$ cat config.mk
export PLATFORM = sky130hd
export DESIGN_NAME = score_keeper_flat
export DESIGN_NICKNAME = d
export VERILOG_FILES = /design/src/rtl/score_keeper_if.sv /design/src/rtl/score_keeper.sv /design/src/flat_wrapper.sv
export SDC_FILE = /design/constraint.sdc
export NUM_CORES = 1
export LEC_CHECK = 0
export ABC_CLOCK_PERIOD_IN_PS = 3500
export CAP_MARGIN = 20
export CORE_MARGIN = 2
export CORE_UTILIZATION = 52
export CTS_BUF_LIST = sky130_fd_sc_hd__clkbuf_16
export DETAILED_ROUTE_END_ITERATION = 8
export PLACE_DENSITY = 0.79
export RECOVER_POWER = 25
export SYNTH_ARGS = -nofsm -noshare
export SYNTH_HDL_FRONTEND = slang
export SYNTH_SLANG_ARGS = --single-unit
$ cat constraint.sdc
create_clock -name clk -period 3.5 [get_ports clk]
set_input_delay 0.35 -clock clk [delete_from_list [all_inputs] [get_ports clk]]
set_output_delay 0.35 -clock clk [all_outputs]
set_load 0.01 [all_outputs]
$ cat src/rtl/score_keeper_if.sv
// ============================================================================
// score_keeper_if
//   Game-event pulses in, score/high-score/status out for score_keeper.
//   Revision: 1.0 - initial release
// ============================================================================
`default_nettype none

interface score_keeper_if;
  logic        tick;
  logic        start;
  logic        crash;
  logic [31:0] score;
  logic [31:0] high_score;
  logic        running;
  logic        new_high;

  modport master (
    output tick, start, crash,
    input  score, high_score, running, new_high
  );

  modport slave (
    input  tick, start, crash,
    output score, high_score, running, new_high
  );
endinterface

`default_nettype wire

$ cat src/rtl/score_keeper.sv
// ============================================================================
// score_keeper
//   Copter-game score counter with crash freeze, saturation and high score.
//   Revision: 1.0 - initial release
// ============================================================================
`default_nettype none

module score_keeper #(
  parameter int TICKS_PER_POINT = 30,
  parameter int MAX_SCORE       = 999
) (
  input  wire logic     clk,
  input  wire logic     reset_n,
  score_keeper_if.slave bus
);

  localparam int c_cnt_w = (TICKS_PER_POINT > 1) ? $clog2(TICKS_PER_POINT) : 1;
  localparam logic [c_cnt_w-1:0] c_cnt_last = c_cnt_w'(TICKS_PER_POINT - 1);
  localparam logic [31:0]        c_max      = 32'(MAX_SCORE);

  localparam logic [1:0] c_st_idle = 2'd0;
  localparam logic [1:0] c_st_run  = 2'd1;
  localparam logic [1:0] c_st_over = 2'd2;

  logic [1:0]         r_state;
  logic [1:0]         w_state_nxt;
  logic [c_cnt_w-1:0] r_tick_cnt;
  logic [c_cnt_w-1:0] w_tick_cnt_nxt;
  logic [31:0]        r_score;
  logic [31:0]        w_score_nxt;
  logic [31:0]        r_high;
  logic [31:0]        w_high_nxt;
  logic               r_new_high;
  logic               w_new_high_nxt;
  logic               r_running;

  always_ff @(posedge clk or negedge reset_n) begin
    if (!reset_n) begin
      r_state    <= c_st_idle;
      r_tick_cnt <= '0;
      r_score    <= '0;
      r_high     <= '0;
      r_new_high <= 1'b0;
      r_running  <= 1'b0;
    end else begin
      r_state    <= w_state_nxt;
      r_tick_cnt <= w_tick_cnt_nxt;
      r_score    <= w_score_nxt;
      r_high     <= w_high_nxt;
      r_new_high <= w_new_high_nxt;
      r_running  <= (w_state_nxt == c_st_run);
    end
  end

  // Crash outranks start while running; start outranks crash once over.
  always_comb begin
    w_state_nxt = r_state;
    case (r_state)
      c_st_idle: if (bus.start) w_state_nxt = c_st_run;
      c_st_run:  if (bus.crash) w_state_nxt = c_st_over;
      c_st_over: if (bus.start) w_state_nxt = c_st_run;
      default:   w_state_nxt = c_st_idle;
    endcase
  end

  always_comb begin
    w_tick_cnt_nxt = r_tick_cnt;
    w_score_nxt    = r_score;
    w_high_nxt     = r_high;
    w_new_high_nxt = r_new_high;
    case (r_state)
      c_st_idle, c_st_over: begin
        if (bus.start) begin
          w_tick_cnt_nxt = '0;
          w_score_nxt    = '0;
          w_new_high_nxt = 1'b0;
        end
      end
      c_st_run: begin
        if (bus.crash) begin
          if (r_score > r_high) begin
            w_high_nxt     = r_score;
            w_new_high_nxt = 1'b1;
          end
        end else if (bus.tick) begin
          // The frame counter keeps wrapping even once the score has saturated.
          if (r_tick_cnt == c_cnt_last) begin
            w_tick_cnt_nxt = '0;
            if (r_score < c_max) w_score_nxt = r_score + 32'd1;
          end else begin
            w_tick_cnt_nxt = r_tick_cnt + c_cnt_w'(1);
          end
        end
      end
      default: begin
        w_tick_cnt_nxt = '0;
        w_score_nxt    = '0;
      end
    endcase
  end

  assign bus.score      = r_score;
  assign bus.high_score = r_high;
  assign bus.running    = r_running;
  assign bus.new_high   = r_new_high;

endmodule

`default_nettype wire

$ cat src/flat_wrapper.sv
// flat-port wrapper written by rule: the top's interface ports become plain ports
module score_keeper_flat 
#(
  parameter int TICKS_PER_POINT = 30,
  parameter int MAX_SCORE       = 999
)
  (clk, reset_n, bus_tick, bus_start, bus_crash, bus_score, bus_high_score, bus_running, bus_new_high);
  score_keeper_if bus_i ();
  input  wire logic clk;
  input  wire logic reset_n;
  input wire logic [$bits(bus_i.tick)-1:0] bus_tick;
  input wire logic [$bits(bus_i.start)-1:0] bus_start;
  input wire logic [$bits(bus_i.crash)-1:0] bus_crash;
  output wire logic [$bits(bus_i.score)-1:0] bus_score;
  output wire logic [$bits(bus_i.high_score)-1:0] bus_high_score;
  output wire logic [$bits(bus_i.running)-1:0] bus_running;
  output wire logic [$bits(bus_i.new_high)-1:0] bus_new_high;
  assign bus_i.tick = bus_tick;
  assign bus_i.start = bus_start;
  assign bus_i.crash = bus_crash;
  assign bus_score = bus_i.score;
  assign bus_high_score = bus_i.high_score;
  assign bus_running = bus_i.running;
  assign bus_new_high = bus_i.new_high;
  score_keeper #(.TICKS_PER_POINT(TICKS_PER_POINT), .MAX_SCORE(MAX_SCORE)) u_core (.clk(clk), .reset_n(reset_n), .bus(bus_i));
endmodule
==> results.cfg, run 1 <==
[detailed_routing]
wl_um = 8790
wl_per_cell_um = 16.2
viasPerCell = 5.57
firstDrtPassIters = 4
vias = 3012
route.detailed.drc = 0
drtIter0Drc = 117
ant_nets = 0

[clock_network]
cts.htree.levels = 3
cts_setup_buffers = 0
clkLatencyLatePin_ps = 340
clk_path_buf_depth = 2
clock-sinks = 73
cts_tree = done
cts_inserted_buffers = 9
cts_root_buf = clkbuf_16
clkSlewWorstSetupHoldPaths_ps = 60

[setup_path]
cp-start-kind = register
crit_path_end_kind = register
worst_ep_arrival_time_ps = 2920
rr_worst_depth = 8
cp.required_ps = 3720
critical_path_class = register to register
critPathMaxFanout = 17

[floorplanning]
fp.dieW_um = 89.9
rows = 31
fp.dieH_um = 89.9
core_um2 = 7210
pin_count = 71
dieArea_um2 = 8080
initial_utilization = 0.532

[global_route]
grt_pass1_vias = 3092
gr-usage-all-layers = 0.234
grt_remaining_overflow = 0
grt_max_degree = 35
grt_pass1_wl_um = 15300
antenna_found_initial = 0

[synthesis]
ys_warn_count = 0
synth-simple-area-share = 0.157
syn_area_um2 = 3840
synth-compound-area-share = 0.0991
muxShareOfSynthArea = 0.0936
synth_top_area_share = 0.476
synth_top_family_by_area = simple AND/OR/NAND/NOR gates
yosys-top-cells-area = dfrtp_1 48%, ha_1 11%, mux2_1 4.7%
ys_top_cells_by_count = 73 x dfrtp_1, 37 x inv_1, 35 x ha_1
seq_area_frac_synth = 0.476
synth_edf_count = 0
synth_xor_area_frac = 0.0160
yosysMostFrequentCell = dfrtp_1
synth_nets = 397
ys_ff_latch = 73
avgSynthCellArea_um2 = 10.7
yosysUniqueCellTypes = 44
syn_inst = 357
yosysTopAreaCell = dfrtp_1
synthAdderAreaFrac = 0.114
ys.flop_type = dfrtp_1
synth-async-reset-ratio = 1.00

[pwr]
internal_power_mw = 1.63
pwr-share-clk = 0.437
switching_share = 0.259
pwr-share-comb = 0.145
powerDensity_nw_per_um2 = 442
p_leak_nw = 2.27
power.switching_mw = 0.572
pwr-share-seq = 0.418
irDropWorstVdd_uv = 329

[sta]
final_max_slew_viol_count = 0
worst_pin_slew_ps = 1140
max_freq_mhz = 369
final-setup-viol-count = 0
fin_crit_sh = 0.773
relSlewSlack = 0.238
clock_skew_ps = 5.47
fin_setup_tns_ps = 0
hold_viol = 0
rsz0062_at_grt = no
post-route-min-period_ps = 2710

[placed_design]
place_congestion = 0.890
portBuffers = 70
hpwl_um = 6230

[finish]
area_delta_synth_final_pct = 29.9
antenna_cells = 0
drive_gt1_frac = 0.0973
nFillCells = 547
fin_util = 0.691
final_net_count = 477

[min_path]
hold_class = register to register
worstHoldPathCells = 1

[job]
maxCapViolations = 0

[status]
outcome = completed
==> placed cells by master (no fill, tap or decap), drive strengths merged, types with 13 or more instances in the layout <==
master and count:
a21oi 20, and3 13, clkdlybuf4s50 69, ha 35, nor2 24, nand2 17
nand3 14, mux2 31, inv 38, dfrtp 73, nand4 13
==> power by group through the flow <==
stage | Clock (mW) | Sequential (mW) | Combinational, mW
detailed placement | 0 | 0.937 | 0.318
global placement | 0 | 0.934 | 0.311
global route | 1.01 | 0.929 | 0.358
finish | 0.963 | 0.923 | 0.319
floorplan | 0 | 0.941 | 0.183
CTS | 0.977 | 0.923 | 0.323
==> kinds of logic after synthesis <==
logic type	Yosys count
simple gates	109
compound gates	57
mux	32
flops	73
buf+inv	44
xor+xnor	7
fa+ha+maj	35
==> worst paths after layout <==
check / endpoint / start / slack [ps]
max: u_core.bus.high_score[30] / u_core.bus.score[13] / 790
min: u_core.bus.high_score[16] / u_core.bus.high_score[16] / 510
max reg2reg: u_core.bus.high_score[30] / u_core.bus.score[13] / 790
min reg2reg: u_core.bus.high_score[16] / u_core.bus.high_score[16] / 510
max in group asynchronous: u_core.bus.score[3] / reset_n / 1170
min in group asynchronous: u_core.bus.high_score[16] / reset_n / 740
==> worst max-delay path, cell delays in order, from the launching register on <==
cell	delay [ps]
dfrtp_1	480
ha_1	340
nand4_1	160
or3_1	170
a21oi_1	80
or4b_1	520
a22oi_2	160
buf_4	300
mux2_2	370
==> final cells by class <==
cell class,count,area [µm²],area share
Multi-Input combinational cell,240,1850,0.370
Sequential cell,73,1830,0.366
Timing Repair Buffer,76,738,0.148
Clock buffer,9,225,0.0452
Inverter,37,139,0.0279
Tap cell,99,124,0.0248
Clock inverter,7,86.3,0.0173
==> metal layers <==
layer  GRT usage  share of wire  vias up
li1            -              -     1446
met1       0.326           0.44     1461
met2       0.374           0.48       91
met3      0.0360          0.058       14
met4      0.0910          0.019        0
met5           0              0        -
==> state kept, by name, summed over array words and instances, names as in the netlist <==
register / cells
u_core.r_tick_cnt: 5
u_core.bus.high_score: 32
u_core.r_state: 2
u_core.bus.new_high: 1
u_core.bus.score: 32
u_core.bus.running: 1
==> what timing repair did <==
action                                 in CTS  in global routing
hold buffers                                1                  0
endpoints found under the hold margin      18                  0
resized for setup                           0                  0
==> through the flow <==
stage | total power, mW | setup slack (ps) | cells | hold slack (ps) | cell area, µm²
after floorplan | 1.12 | 895 | 357 | 54.4 | 3840
after global placement | 1.25 | 854 | 524 | 319 | 4670
after detailed placement | 1.26 | 820 | 524 | 326 | 4670
after CTS | 2.22 | 799 | 541 | 507 | 4990
after global routing | 2.30 | 649 | 541 | 531 | 4990
final | 2.21 | 793 | 541 | 515 | 4990
No activity file was read; power rests on OpenSTA's default activity.
==> run 2, diff against run 1 <==
--- a/config.mk
+++ b/config.mk
@@ -5,13 +5,13 @@
 export SDC_FILE = /design/constraint.sdc
 export NUM_CORES = 1
 export LEC_CHECK = 0
-export ABC_CLOCK_PERIOD_IN_PS = 3500
+export ABC_CLOCK_PERIOD_IN_PS = 2430
 export CAP_MARGIN = 20
 export CORE_MARGIN = 2
-export CORE_UTILIZATION = 52
+export CORE_UTILIZATION = 47
 export CTS_BUF_LIST = sky130_fd_sc_hd__clkbuf_16
 export DETAILED_ROUTE_END_ITERATION = 8
-export PLACE_DENSITY = 0.79
+export PLACE_DENSITY = 0.76
 export RECOVER_POWER = 25
 export SYNTH_ARGS = -nofsm -noshare
 export SYNTH_HDL_FRONTEND = slang
==> constraint.sdc (replaced) <==
create_clock -name clk -period 2.43 [get_ports clk]
set_input_delay 0.243 -clock clk [delete_from_list [all_inputs] [get_ports clk]]
set_output_delay 0.243 -clock clk [all_outputs]
set_load 0.01 [all_outputs]
==> run 2 against run 1 <==
  * The run now ends with setup timing left
  * Critical path depth grew 2
  * Non-clock buffer count is 55 higher
  * Routed wire length is 19% higher
  * Sequential cell count stayed put
  * Clock-buffer cell count unchanged
  * Clock power is 21% higher
  * Worst setup slack lost 930 ps
  * Design area grew 11%
==> results.cfg, run 2 (synthesized netlist as in run 1, its figures left out) <==
[floorplanning]
fp.dieW_um = 94.4
core_um2 = 7810
rows = 32
pin_count = 71
fp.dieH_um = 94.4
initial_utilization = 0.492
dieArea_um2 = 8900

[sta]
max_freq_mhz = 390
rsz0062_at_grt = yes
hold_viol = 0
worst_pin_slew_ps = 1200
final-setup-viol-count = 31
finalWorstSetupSlack_ps = -134
final_max_slew_viol_count = 0
fin_crit_sh = 1.06
clock_skew_ps = 7.73
fin_setup_tns_ps = -3200
relSlewSlack = 0.202
post-route-min-period_ps = 2560

[detailed_routing]
viasPerCell = 5.60
firstDrtPassIters = 4
wl_per_cell_um = 17.5
route.detailed.drc = 0
drtIter0Drc = 228
ant_nets = 0
wl_um = 10500
vias = 3350

[setup_path]
worst_ep_arrival_time_ps = 2780
reg2reg_slack_ps = -130
cp.required_ps = 2650
slowest_stage = or4b_1
rr_worst_depth = 10
crit_path_end_kind = register
reg2reg_from = u_core.bus.high_score[9]
cp-start-kind = register
path_depth = 10
critPathMaxFanout = 6
regToRegEndpoint = u_core.bus.high_score[0]
slowest_delay_ps = 560
critical_path_class = register to register
path_buf_inv = 3
worstPathCellList = inv_1, ha_1, a21o_1, nand3_1, a21oi_1, or4b_1, a22oi_2, buf_4, buf_6, mux2_2
crit_family = simple AND/OR/NAND/NOR gates

[global_route]
grt_max_degree = 52
grt_remaining_overflow = 0
gr-usage-all-layers = 0.249
grt_pass1_vias = 3497
antenna_found_initial = 0
grt_pass1_wl_um = 17100

[placed_design]
hpwl_um = 7210
placed_cells = 578
place_congestion = 0.830
dpl-instance-area_um2 = 5070
portBuffers = 70

[status]
violations = setup timing
outcome = finished with violations

[finish]
fin_cells = 598
antenna_cells = 0
final_cell_mix = 73 x dfrtp_1, 69 x clkdlybuf4s50_1, 53 x buf_4
fin_area_um2 = 5540
layout_commonest_cell = dfrtp_1
final_net_count = 532
drive_gt1_frac = 0.236
area_delta_synth_final_pct = 44.4

[min_path]
hp-start = u_core.bus.high_score[25]
worstHoldPathCells = 1
hold_end = u_core.bus.high_score[25]
hold_class = register to register

[pwr]
p_leak_nw = 2.62
irDropWorstVdd_uv = 414
powerDensity_nw_per_um2 = 553
finalPower_mw = 3.06

[clock_network]
cts.htree.levels = 3
cts_root_buf = clkbuf_16
cts_inserted_buffers = 9
clk_path_buf_depth = 2
cts_tree = done
clkSlewWorstSetupHoldPaths_ps = 60
clkLatencyLatePin_ps = 330
clock-sinks = 73

[job]
maxCapViolations = 0
==> run 2: stage by stage <==
stage	setup WS (ps)	hold WS (ps)	utilization
floorplan	-40.7	-52.6	-
global placement	25.2	251	0.649
detailed placement	-19.6	253	0.649
CTS	-25.0	441	0.705
global route	-190	538	0.710
finish	-134	517	0.710
==> run 2: what timing repair did <==
item,4_1_cts,5_1_grt
setup endpoints to repair,31,41
gates resized for setup,32,10
hold endpoints to repair,22,0
cloned,1,0
hold buffers,1,0
setup buffers,3,0
pin swaps,1,4
==> run 2: layer usage <==
| layer | GRT usage | routed length [µm] | vias to the layer above |
|---|---|---|---|
| met2 | 0.404 | 5020 | 115 |
| met5 | 0 | 0 | - |
| met4 | 0.0737 | 187 | 0 |
| met1 | 0.335 | 4630 | 1664 |
| met3 | 0.0583 | 620 | 25 |
| li1 | - | - | 1546 |
==> run 2: worst max path at each step <==
| stage | from | end | slack (ps) |
|---|---|---|---|
| after floorplan | u_core.bus.score[1] | u_core.bus.high_score[27] | -40 |
| after global placement | u_core.bus.high_score[14] | u_core.bus.high_score[4] | 30 |
| after detailed placement | u_core.bus.high_score[7] | u_core.bus.high_score[11] | -20 |
| after CTS | u_core.bus.high_score[9] | u_core.bus.high_score[0] | -20 |
| after global routing | u_core.bus.high_score[1] | u_core.bus.high_score[0] | -190 |
| final | u_core.bus.high_score[9] | u_core.bus.high_score[0] | -130 |
==> run 2: area by class of cell <==
cell class | instances | area (µm²)
Tap cell | 102 | 128
Timing Repair Buffer | 131 | 1180
Fill cell | 572 | 2270
Multi-Input combinational cell | 240 | 2000
Inverter | 37 | 139
Clock inverter | 6 | 36.3
Clock buffer | 9 | 225
Sequential cell | 73 | 1830
==> run 2: worst reg2reg max path: stages (launching register included) <==
cell	delay, ps
dfrtp_1	380
inv_1	70
ha_1	310
a21o_1	170
nand3_1	70
a21oi_1	80
or4b_1	560
a22oi_2	160
buf_4	170
buf_6	150
mux2_2	330
==> run 2: power breakdown <==
group | switching, mW | leakage [nW] | internal [mW]
Clock | 0.496 | 0.132 | 0.678
Combinational | 0.308 | 1.48 | 0.254
Sequential | 0.0526 | 1.01 | 1.28
Total | 0.856 | 2.62 | 2.21
